`config.mk`:
```
export PLATFORM = sky130hd
export DESIGN_NAME = wb_check_monitor_flat
export DESIGN_NICKNAME = d
export VERILOG_FILES = /design/src/rtl/wb_check_monitor_if.sv /design/src/rtl/wb_check_monitor.sv /design/src/flat_wrapper.sv
export SDC_FILE = /design/constraint.sdc
export NUM_CORES = 2
export LEC_CHECK = 0
export CAP_MARGIN = 15
export CORE_MARGIN = 3
export CORE_UTILIZATION = 60
export CTS_BUF_LIST = sky130_fd_sc_hd__clkbuf_4
export DETAILED_ROUTE_END_ITERATION = 8
export HOLD_SLACK_MARGIN = 0.15
export PLACE_DENSITY = 0.78
export SYNTH_ARGS = -nofsm -noshare
export SYNTH_HDL_FRONTEND = slang
export SYNTH_SLANG_ARGS = --single-unit
export TNS_END_PERCENT = 20
```
`constraint.sdc`:
```
create_clock -name clk -period 5.9 [get_ports clk]
set_input_delay 0.885 -clock clk [delete_from_list [all_inputs] [get_ports clk]]
set_output_delay 0.885 -clock clk [all_outputs]
set_load 0.05 [all_outputs]
```
`src/rtl/wb_check_monitor_if.sv`:
```
// Writeback snoop bundle: register-file write port plus the fetch PC of the
// core under test. The core side drives it, the monitor only listens.
interface wb_check_monitor_if #(
  parameter int DATA_WIDTH     = 32,
  parameter int REG_ADDR_WIDTH = 5,
  parameter int PC_WIDTH       = 32
);
  logic                      wb_en;
  logic [REG_ADDR_WIDTH-1:0] wb_addr;
  logic [DATA_WIDTH-1:0]     wb_data;
  logic [PC_WIDTH-1:0]       pc;

  modport master (output wb_en, wb_addr, wb_data, pc);
  modport slave  (input  wb_en, wb_addr, wb_data, pc);
endinterface

```
`src/rtl/wb_check_monitor.sv`:
```
// Self-checking writeback monitor: shadows the core's register file, detects
// halt (PC self-loop) or a cycle-budget timeout, then walks a loaded table of
// expected register values against the shadow copy, one entry per cycle.
module wb_check_monitor #(
  parameter  int DATA_WIDTH     = 32,
  parameter  int REG_ADDR_WIDTH = 5,
  parameter  int PC_WIDTH       = 32,
  parameter  int NUM_CHECKS     = 8,
  parameter  int HALT_STABLE    = 4,
  parameter  int TIMEOUT_CYCLES = 1000,
  localparam int IDX_W          = (NUM_CHECKS > 1) ? $clog2(NUM_CHECKS) : 1,
  localparam int ERR_W          = $clog2(NUM_CHECKS + 1)
) (
  input  logic                      clk,
  input  logic                      rst_n,
  input  logic                      start,
  wb_check_monitor_if.slave         wb,
  input  logic                      exp_we,
  input  logic [IDX_W-1:0]          exp_idx,
  input  logic [REG_ADDR_WIDTH-1:0] exp_addr,
  input  logic [DATA_WIDTH-1:0]     exp_data,
  output logic                      busy,
  output logic                      done,
  output logic                      pass,
  output logic                      timeout,
  output logic [ERR_W-1:0]          err_count,
  output logic                      mismatch,
  output logic [REG_ADDR_WIDTH-1:0] mm_addr,
  output logic [DATA_WIDTH-1:0]     mm_exp,
  output logic [DATA_WIDTH-1:0]     mm_got,
  output logic [15:0]               write_count
);

  localparam int DEPTH = 2 ** REG_ADDR_WIDTH;
  localparam int CYC_W = $clog2(TIMEOUT_CYCLES + 1);
  localparam int ST_W  = $clog2(HALT_STABLE + 1);

  typedef enum logic [1:0] {IDLE, RUN, CHECK, DONE} state_t;

  state_t                    state;
  logic [DATA_WIDTH-1:0]     shadow [DEPTH];
  logic                      tbl_valid [NUM_CHECKS];
  logic [REG_ADDR_WIDTH-1:0] tbl_addr  [NUM_CHECKS];
  logic [DATA_WIDTH-1:0]     tbl_data  [NUM_CHECKS];

  logic [CYC_W-1:0]          cycle_cnt;
  logic [ST_W-1:0]           stable_cnt;
  logic [PC_WIDTH-1:0]       prev_pc;
  logic                      prev_pc_valid;
  logic [IDX_W-1:0]          check_idx;

  logic                      idle_or_done;
  logic                      launch;
  logic                      wr_accept;
  logic                      tbl_wr;
  logic [ST_W-1:0]           stable_nxt;
  logic                      halt;
  logic                      budget_out;
  logic                      last_entry;
  logic [REG_ADDR_WIDTH-1:0] cur_addr;
  logic [DATA_WIDTH-1:0]     cur_exp;
  logic [DATA_WIDTH-1:0]     cur_got;
  logic                      cur_fail;

  // Decode launch/halt/compare conditions for the current cycle.
  always_comb begin
    // NOTE: every always_comb output gets a default first so no path leaves it
    // unassigned; an unassigned path would infer a latch.
    stable_nxt = '0;
    cur_got    = '0;
    idle_or_done = (state == IDLE) || (state == DONE);
    launch       = idle_or_done && start;
    wr_accept    = wb.wb_en && (wb.wb_addr != '0);
    tbl_wr       = idle_or_done && exp_we && (int'(exp_idx) < NUM_CHECKS);
    if (prev_pc_valid && (wb.pc == prev_pc)) stable_nxt = stable_cnt + 1'b1;
    halt       = (stable_nxt == ST_W'(HALT_STABLE - 1));
    budget_out = (cycle_cnt == CYC_W'(TIMEOUT_CYCLES - 1));
    last_entry = (check_idx == IDX_W'(NUM_CHECKS - 1));
    cur_addr   = tbl_addr[check_idx];
    cur_exp    = tbl_data[check_idx];
    if (cur_addr != '0) cur_got = shadow[cur_addr];
    cur_fail   = tbl_valid[check_idx] && (cur_got != cur_exp);
  end

  // Shadow register file: cleared on launch, written only while RUN.
  always_ff @(posedge clk or negedge rst_n) begin
    // NOTE: the shadow array is reset because a check may read registers the
    // program never wrote; those must compare against a known 0.
    if (!rst_n) begin
      for (int i = 0; i < DEPTH; i++) shadow[i] <= '0;
    end else if (launch) begin
      for (int i = 0; i < DEPTH; i++) shadow[i] <= '0;
    end else if (state == RUN && wr_accept) begin
      shadow[wb.wb_addr] <= wb.wb_data;
    end
  end

  // Expectation valid bits: reset clears the table, launch keeps it.
  always_ff @(posedge clk or negedge rst_n) begin
    if (!rst_n) begin
      for (int i = 0; i < NUM_CHECKS; i++) tbl_valid[i] <= 1'b0;
    end else if (tbl_wr) begin
      tbl_valid[exp_idx] <= 1'b1;
    end
  end

  // Expectation payload: only ever read behind its valid bit, so no reset.
  always_ff @(posedge clk) begin
    if (tbl_wr) begin
      tbl_addr[exp_idx] <= exp_addr;
      tbl_data[exp_idx] <= exp_data;
    end
  end

  // Control FSM with registered status and mismatch-detail outputs.
  always_ff @(posedge clk or negedge rst_n) begin
    // NOTE: sequential state uses non-blocking assignments so every register
    // samples pre-edge values regardless of statement order.
    if (!rst_n) begin
      state         <= IDLE;
      busy          <= 1'b0;
      done          <= 1'b0;
      pass          <= 1'b0;
      timeout       <= 1'b0;
      err_count     <= '0;
      mismatch      <= 1'b0;
      mm_addr       <= '0;
      mm_exp        <= '0;
      mm_got        <= '0;
      write_count   <= '0;
      cycle_cnt     <= '0;
      stable_cnt    <= '0;
      prev_pc       <= '0;
      prev_pc_valid <= 1'b0;
      check_idx     <= '0;
    end else begin
      mismatch <= 1'b0;
      case (state)
        IDLE, DONE: begin
          if (start) begin
            state         <= RUN;
            busy          <= 1'b1;
            done          <= 1'b0;
            pass          <= 1'b0;
            timeout       <= 1'b0;
            err_count     <= '0;
            write_count   <= '0;
            cycle_cnt     <= '0;
            stable_cnt    <= '0;
            prev_pc_valid <= 1'b0;
            check_idx     <= '0;
          end
        end
        RUN: begin
          prev_pc       <= wb.pc;
          prev_pc_valid <= 1'b1;
          stable_cnt    <= stable_nxt;
          cycle_cnt     <= cycle_cnt + 1'b1;
          if (wr_accept && write_count != 16'hFFFF) write_count <= write_count + 1'b1;
          // Halt is tested first so it wins a same-cycle tie with the budget.
          if (halt) begin
            state     <= CHECK;
            check_idx <= '0;
          end else if (budget_out) begin
            state   <= DONE;
            busy    <= 1'b0;
            done    <= 1'b1;
            timeout <= 1'b1;
            pass    <= 1'b0;
          end
        end
        CHECK: begin
          if (cur_fail) begin
            mismatch  <= 1'b1;
            mm_addr   <= cur_addr;
            mm_exp    <= cur_exp;
            mm_got    <= cur_got;
            err_count <= err_count + 1'b1;
          end
          check_idx <= check_idx + 1'b1;
          if (last_entry) begin
            state     <= DONE;
            busy      <= 1'b0;
            done      <= 1'b1;
            pass      <= !timeout && (err_count == '0) && !cur_fail;
            check_idx <= '0;
          end
        end
        default: state <= IDLE;
      endcase
    end
  end

endmodule

```
`src/flat_wrapper.sv`:
```
// flat-port wrapper written by rule: the top's interface ports become plain ports
module wb_check_monitor_flat 
#(
  parameter  int DATA_WIDTH     = 32,
  parameter  int REG_ADDR_WIDTH = 5,
  parameter  int PC_WIDTH       = 32,
  parameter  int NUM_CHECKS     = 8,
  parameter  int HALT_STABLE    = 4,
  parameter  int TIMEOUT_CYCLES = 1000,
  localparam int IDX_W          = (NUM_CHECKS > 1) ? $clog2(NUM_CHECKS) : 1,
  localparam int ERR_W          = $clog2(NUM_CHECKS + 1)
)
  (clk, rst_n, start, exp_we, exp_idx, exp_addr, exp_data, busy, done, pass, timeout, err_count, mismatch, mm_addr, mm_exp, mm_got, write_count, wb_wb_en, wb_wb_addr, wb_wb_data, wb_pc);
  wb_check_monitor_if #(.DATA_WIDTH(DATA_WIDTH), .REG_ADDR_WIDTH(REG_ADDR_WIDTH), .PC_WIDTH(PC_WIDTH)) wb_i ();
  input  logic clk;
  input  logic rst_n;
  input  logic start;
  input  logic exp_we;
  input  logic [IDX_W-1:0] exp_idx;
  input  logic [REG_ADDR_WIDTH-1:0] exp_addr;
  input  logic [DATA_WIDTH-1:0] exp_data;
  output logic busy;
  output logic done;
  output logic pass;
  output logic timeout;
  output logic [ERR_W-1:0] err_count;
  output logic mismatch;
  output logic [REG_ADDR_WIDTH-1:0] mm_addr;
  output logic [DATA_WIDTH-1:0] mm_exp;
  output logic [DATA_WIDTH-1:0] mm_got;
  output logic [15:0] write_count;
  input wire logic [$bits(wb_i.wb_en)-1:0] wb_wb_en;
  input wire logic [$bits(wb_i.wb_addr)-1:0] wb_wb_addr;
  input wire logic [$bits(wb_i.wb_data)-1:0] wb_wb_data;
  input wire logic [$bits(wb_i.pc)-1:0] wb_pc;
  assign wb_i.wb_en = wb_wb_en;
  assign wb_i.wb_addr = wb_wb_addr;
  assign wb_i.wb_data = wb_wb_data;
  assign wb_i.pc = wb_pc;
  wb_check_monitor #(.DATA_WIDTH(DATA_WIDTH), .REG_ADDR_WIDTH(REG_ADDR_WIDTH), .PC_WIDTH(PC_WIDTH), .NUM_CHECKS(NUM_CHECKS), .HALT_STABLE(HALT_STABLE), .TIMEOUT_CYCLES(TIMEOUT_CYCLES)) u_core (.clk(clk), .rst_n(rst_n), .start(start), .wb(wb_i), .exp_we(exp_we), .exp_idx(exp_idx), .exp_addr(exp_addr), .exp_data(exp_data), .busy(busy), .done(done), .pass(pass), .timeout(timeout), .err_count(err_count), .mismatch(mismatch), .mm_addr(mm_addr), .mm_exp(mm_exp), .mm_got(mm_got), .write_count(write_count));
endmodule
```
== Word-level counts from Yosys, hierarchy flattened ==
Memory sizes are Yosys's and may differ from the RTL's.
Index checks and enable logic that the tools add are counted.

* Register bits: 1177
* Memory bits (writable): 296
* Bits of input ports: 114
* Output and inout bits: 94
* Word-level logic and storage cells: 172
* Memories: 2

{| class="wikitable"
|+ Memory list
! name !! words !! bits a word !! read ports !! clocked after memory_dff !! write ports !! line !! RTL
|-
| u_core.tbl_data || 8 || 32 || 1 || 0 || 1 || wb_check_monitor.sv:44 || <nowiki>logic [DATA_WIDTH-1:0] tbl_data [NUM_CHECKS];</nowiki>
|-
| u_core.tbl_addr || 8 || 5 || 1 || 0 || 1 || wb_check_monitor.sv:43 || <nowiki>logic [REG_ADDR_WIDTH-1:0] tbl_addr [NUM_CHECKS];</nowiki>
|}

* Add/sub/neg operators: 5
* $lt $le $gt $ge: 6
* Equal/unequal tests: 17
* Multiplexer cells: 51
* Bitwise logic cells: 5
* Reductions and logical operators: 30

{| class="wikitable"
|+ Operators by type and width
! operator !! count
|-
| $mux 1024 || 2
|-
| $bwmux 1024 || 1
|-
| $bmux 32 s5 || 1
|-
| $demux 32 s5 || 1
|-
| $mux 32 || 4
|-
| $eq 32x32->1 || 1
|-
| $mux 16 || 2
|-
| $ne 32x32->1 || 1
|-
| $pmux 16 s2 || 1
|-
| $pmux 10 s2 || 1
|-
| $add 16x1->16 const B || 1
|-
| $mux 1 || 16
|-
| $ne 16x16->1 const B || 1
|-
| $ge 6x6->1 const B || 2
|-
| $mux 3 || 4
|-
| $not 5->6 || 2
|-
| $logic_and 1x1->1 || 11
|-
| $add 10x1->10 const B || 1
|-
| $eq 10x10->1 const B || 1
|-
| $mux 10 || 1
|-
| $reduce_bool 5->1 || 2
|-
| $pmux 1 s3 || 3
|-
| $pmux 3 s3 || 1
|-
| $reduce_and 3->1 || 3
|-
| other kinds (30) || 50
|}

== Logic depth before layout (Yosys ltp) ==
An unclocked memory read counts as a cell.

* Depth after elaboration: 12
* Gate-level depth with buffers: 22
* Gate-level depth less buffers: 13

== Worst setup path before layout ==
Ideal clock, no wire load.

* Kind: reg-to-reg
* Start: register u_core.check_idx[0]
* End: register u_core.mm_exp[10]
* Setup time: 0.128 ns
* Data arrival time: 4.488 ns
* Required time: 5.772 ns
* Path slack: 1.284 ns
* Stages on the path, launching flop included: 18
* Path buffers: 5
* Clock period less this slack: 4.616 ns
* Cells stage by stage: dfrtp_1 buf_4 mux2_1 mux4_2 buf_6 buf_4 mux2i_1 a22o_1 a2111oi_0 a311oi_1 a2111oi_2 nand4_1 or4_1 o41ai_4 or2_1 buf_4 buf_6 mux2_1

* Cells in the longest elaborated chain, start to end: 9
* Elaborated cells between the ends (all ways): 15
* Those cells by class: eq/ne: 1; mux: 7; bitwise: 2; reduce/logical: 3; memory: 2

{| class="wikitable"
|+ Ends and longest elaborated chain
! what !! line !! RTL
|-
| start, declared || wb_check_monitor.sv:50 || <nowiki>logic [IDX_W-1:0] check_idx;</nowiki>
|-
| start signal, assigned || wb_check_monitor.sv:180 || <nowiki>check_idx <= check_idx + 1'b1;</nowiki>
|-
| $mem_v2 8x5 || - ||
|-
| $not 5->6 (not written as such) || wb_check_monitor.sv:81 || <nowiki>if (cur_addr != '0) cur_got = shadow[cur_addr];</nowiki>
|-
| $bmux 32 s5 || wb_check_monitor.sv:81 ||
|-
| $mux 32 (not written as such) (2 in series) || wb_check_monitor.sv:81 ||
|-
| $mux 32 || wb_check_monitor.sv:81 ||
|-
| $ne 32x32->1 || wb_check_monitor.sv:82 || <nowiki>cur_fail = tbl_valid[check_idx] && (cur_got != cur_exp);</nowiki>
|-
| $logic_and 1x1->1 || wb_check_monitor.sv:82 ||
|-
| $reduce_and 2->1 (no line) || - ||
|-
| end signal, assigned || wb_check_monitor.sv:176 || <nowiki>mm_exp <= cur_exp;</nowiki>
|-
| end, declared || wb_check_monitor.sv:29 || <nowiki>output logic [DATA_WIDTH-1:0] mm_exp,</nowiki>
|}

Several ways; a longest one is shown, not always the timed one. The select of a mux whose other input is x is not followed.
A chain may end at the register's enable or synchronous reset.

== Worst setup path in the final report ==
* Start: register u_core.check_idx[0]
* End: register u_core.mm_exp[21]

Same word-level chain as after synthesis.

==> reports/metrics.csv <==
metric;value;unit
number of synthesized register bits;1469;
Post-synth EDFFs;296;
CTS buffer count;390;
Die H;343.3;um
worst vdd ir;0.5544;mV
Slowest-stage cell, CP;mux4_4;
post-route ant nets;0;
worst r2r path cells;14;
number of port buffers;207;
Slowest Stage Delay on Critical Path;890;ps
Setup WS post-layout;54.13;ps
Slew Limit Headroom;0.1071;
crit path cell chain;mux2_1, mux4_4, buf_4, mux4_2, a32oi_1, a32o_1, xnor2_1, nand3_1, or4_4, o41ai_4, or2_2, buf_12, buf_4, o21ai_0;
placed instance area;72540;sq um
number of global-route vias before repair;60190;
total track usage;0.4163;
Clock transition at path regs;70;ps
Site Rows;123;
clock skew;109.8;ps
fin util;0.6872;
Req. time, crit path;7070;ps
starting DRC count in detailed routing;10170;
stages on the worst setup path;14;
H-tree levels;5;
hold_ws;247.3;ps
Pleak;31.36;nW
I/O pin total;208;
die area;117900;sq um
final instance area;77420;sq um
RSZ-0062 raised after global routing;false;
first-pass GRT wire length;367900;um
critical path class;register to register;
max-cap violation count;0;
sequential area share after synthesis;0.5602;
CP endpoint;u_core.mm_exp[21];
Net Count, Synth;7372;
worst-margin pin slew;1336;ps
reg-to-reg startpoint;u_core.check_idx[0];
worst-skew pair later-pin latency;1400;ps
# DRC;2;
most frequent CP cell;buf_4;
CTS tree;yes;
synthesized instance count;7249;
GRT overflow;0;
Worst EP arrival;7020;ps
Nets;7627;
Tmin final;5846;ps
starting density of the core;0.6060;
worst path bufs/invs;3;
via/cell ratio;6.644;
drt total wl;246900;um
area of the core;112700;sq um
outcome;finished, violations left;
Root Driver;clkbuf_4;
routed vias;61700;
Max Clk Rate;0.1711;GHz
worst-path fanout max;22;
Pwr Density;407.2;nW/um^2
Post-Syn Area;68260;sq um
failing checks;DRC;
yosys warns;0;
pre-CTS WS;-310.1;ps
final period utilization;0.9908;
CP Launch Type;register;
Setup TNS;0;ps
largest net degree at the start of global routing;220;
clock buffer depth;4;
count of unique library cells instantiated by Yosys;90;
initial antenna violation count;12;
class of the worst hold path;input pin to register;
Slew Viols, Final;0;
DIE WIDTH;343.3;um
Critical R2R Capture;u_core.mm_exp[21];
Crit path max-delay family;compound AO/OA/AOI/OAI gates;
setup slack, reg-to-reg;50;ps
# setup viols final;0;
Crit. End Element;register;
Async SR Flop Fraction;0.7985;
first drt pass iteration count;9;
CP Launch Point;u_core.check_idx[0];
Sink Count;1469;
most frequent cells in the layout;nand2_1, dfrtp_1, a21oi_1;
WL/cell;26.59;um
share of post-route cells with drive strength above 1;0.1480;
hpwl dp;147200;um
P&R area growth vs syn;13.41;%
GPL Wtd Cong;0.9817;
prevailing post-synth register cell;dfrtp_1;
final hold vios;0;
commonest non-fill, non-tap cell in the layout;nand2_1;
Syn Area/Cell;9.417;sq um
[registers in the layout, summed over array words and instances, names as in the netlist, 4 cells and up]
register	cells
u_core.shadow	1020
u_core.tbl_data	256
u_core.tbl_addr	40
u_core.mm_exp	32
u_core.mm_got	32
u_core.prev_pc	32
u_core.write_count	16
u_core.cycle_cnt	10
u_core.tbl_valid	8
u_core.mm_addr	5
u_core.err_count	4
[cell families after synthesis]
kind of cell | count (synthesis) | share of synthesized area
compound gates | 1539 | 0.1261
buf+inv | 646 | 0.04007
xor+xnor | 66 | 0.008468
mux | 351 | 0.07344
simple gates | 3169 | 0.1900
flops | 1469 | 0.5602
fa+ha+maj | 9 | 0.001650
[worst register-to-register path, delay by kind of cell, from the launching register on]
family,cells,cell delay (ps)
compound gates,4,1780
xor+xnor,1,180
buf+inv,3,710
flops,1,550
mux,3,1660
simple gates,3,850
[report_power, final]
part	switching (mW)	total [mW]	leakage (nW)	internal, mW
Combinational	7.87	11.1	9.67	3.23
Sequential	0.528	11.6	18.8	11.1
Clock	4.29	8.83	2.86	4.54
Total	12.7	31.5	31.4	18.8
[cell type report]
class | instances | area, sq um
fill | 8541 | 35230
sequential | 1469 | 38250
tap | 1500 | 1877
timing repair buffer | 491 | 4822
antenna | 16 | 40.04
multi-input combinational | 5134 | 27650
clock inverter | 77 | 354.1
inverter | 18 | 67.56
clock buffer | 581 | 4362
[worst min path at each step]
stage / slack [ps] / start / to / cells after the start
after CTS: 170 / wb_pc[21] / u_core.prev_pc[21] / 2
after global routing: 210 / wb_pc[21] / u_core.prev_pc[21] / 2
after detailed placement: 450 / u_core.tbl_valid[2] / u_core.tbl_valid[2] / 1
after floorplan: 430 / u_core.tbl_valid[1] / u_core.tbl_valid[1] / 1
after global placement: 450 / u_core.tbl_valid[7] / u_core.tbl_valid[7] / 1
final: 250 / wb_pc[26] / u_core.prev_pc[26] / 2
[routing by layer]
layer,track usage,part of all wire,up-vias
met4,0.2865,0.079,6
met5,0.004902,0.00042,-
met1,0.5292,0.34,29490
met3,0.1670,0.16,1341
li1,-,-,25440
met2,0.5845,0.42,5422
[Yosys cell counts (all sizes together), types with 6 or more instances]
| master | count | area (sq um) |
|---|---|---|
| a2111oi | 8 | 82.58 |
| a311oi | 29 | 254.0 |
| a32oi | 6 | 52.55 |
| a211oi | 61 | 457.9 |
| nand2b | 9 | 56.30 |
| nor3 | 21 | 105.1 |
| dfrtp | 1173 | 29350 |
| or3 | 11 | 68.82 |
| and3 | 112 | 700.7 |
| xnor2 | 45 | 394.1 |
| nand3 | 224 | 1121 |
| nand4 | 37 | 231.5 |
| mux2 | 76 | 859.6 |
| clkbuf | 461 | 1730 |
| inv | 18 | 67.56 |
| o22ai | 15 | 100.1 |
| o211ai | 12 | 95.09 |
| nand2 | 2567 | 9638 |
| nor2 | 93 | 367.9 |
| a221oi | 7 | 67.56 |
| and2 | 33 | 206.5 |
| a22oi | 23 | 177.7 |
| mux4 | 112 | 2522 |
| o21ai | 206 | 1035 |
| a31oi | 39 | 244.0 |
| buf | 167 | 937.1 |
| nor4 | 14 | 100.1 |
| o21a | 7 | 52.55 |
| mux2i | 163 | 1632 |
| or2 | 12 | 75.08 |
| ha | 9 | 112.6 |
| a21oi | 1050 | 5266 |
| edfxtp | 296 | 8889 |
| xor2 | 21 | 183.9 |
| a311o | 8 | 80.08 |
[metrics by stage]
| stage | power (mW) | instances |
|---|---|---|
| 6_report | 31.53 | 9286 |
| 4_1_cts | 30.96 | 9264 |
| 2_1_floorplan | 17.84 | 7249 |
| 5_1_grt | 32.40 | 9276 |
| 3_5_place_dp | 22.23 | 8604 |
| 3_3_place_gp | 22.10 | 8604 |
[what timing repair did]
item | CTS | global route
pin swaps | 0 | 1
endpoints found under the setup margin | 75 | 71
endpoints found under the hold margin | 88 | 0
setup buffers | 0 | 2
gates resized for setup | 3 | 2
hold buffers | 2 | 0
gates cloned | 0 | 0
Power figures use the tool's default switching activity.
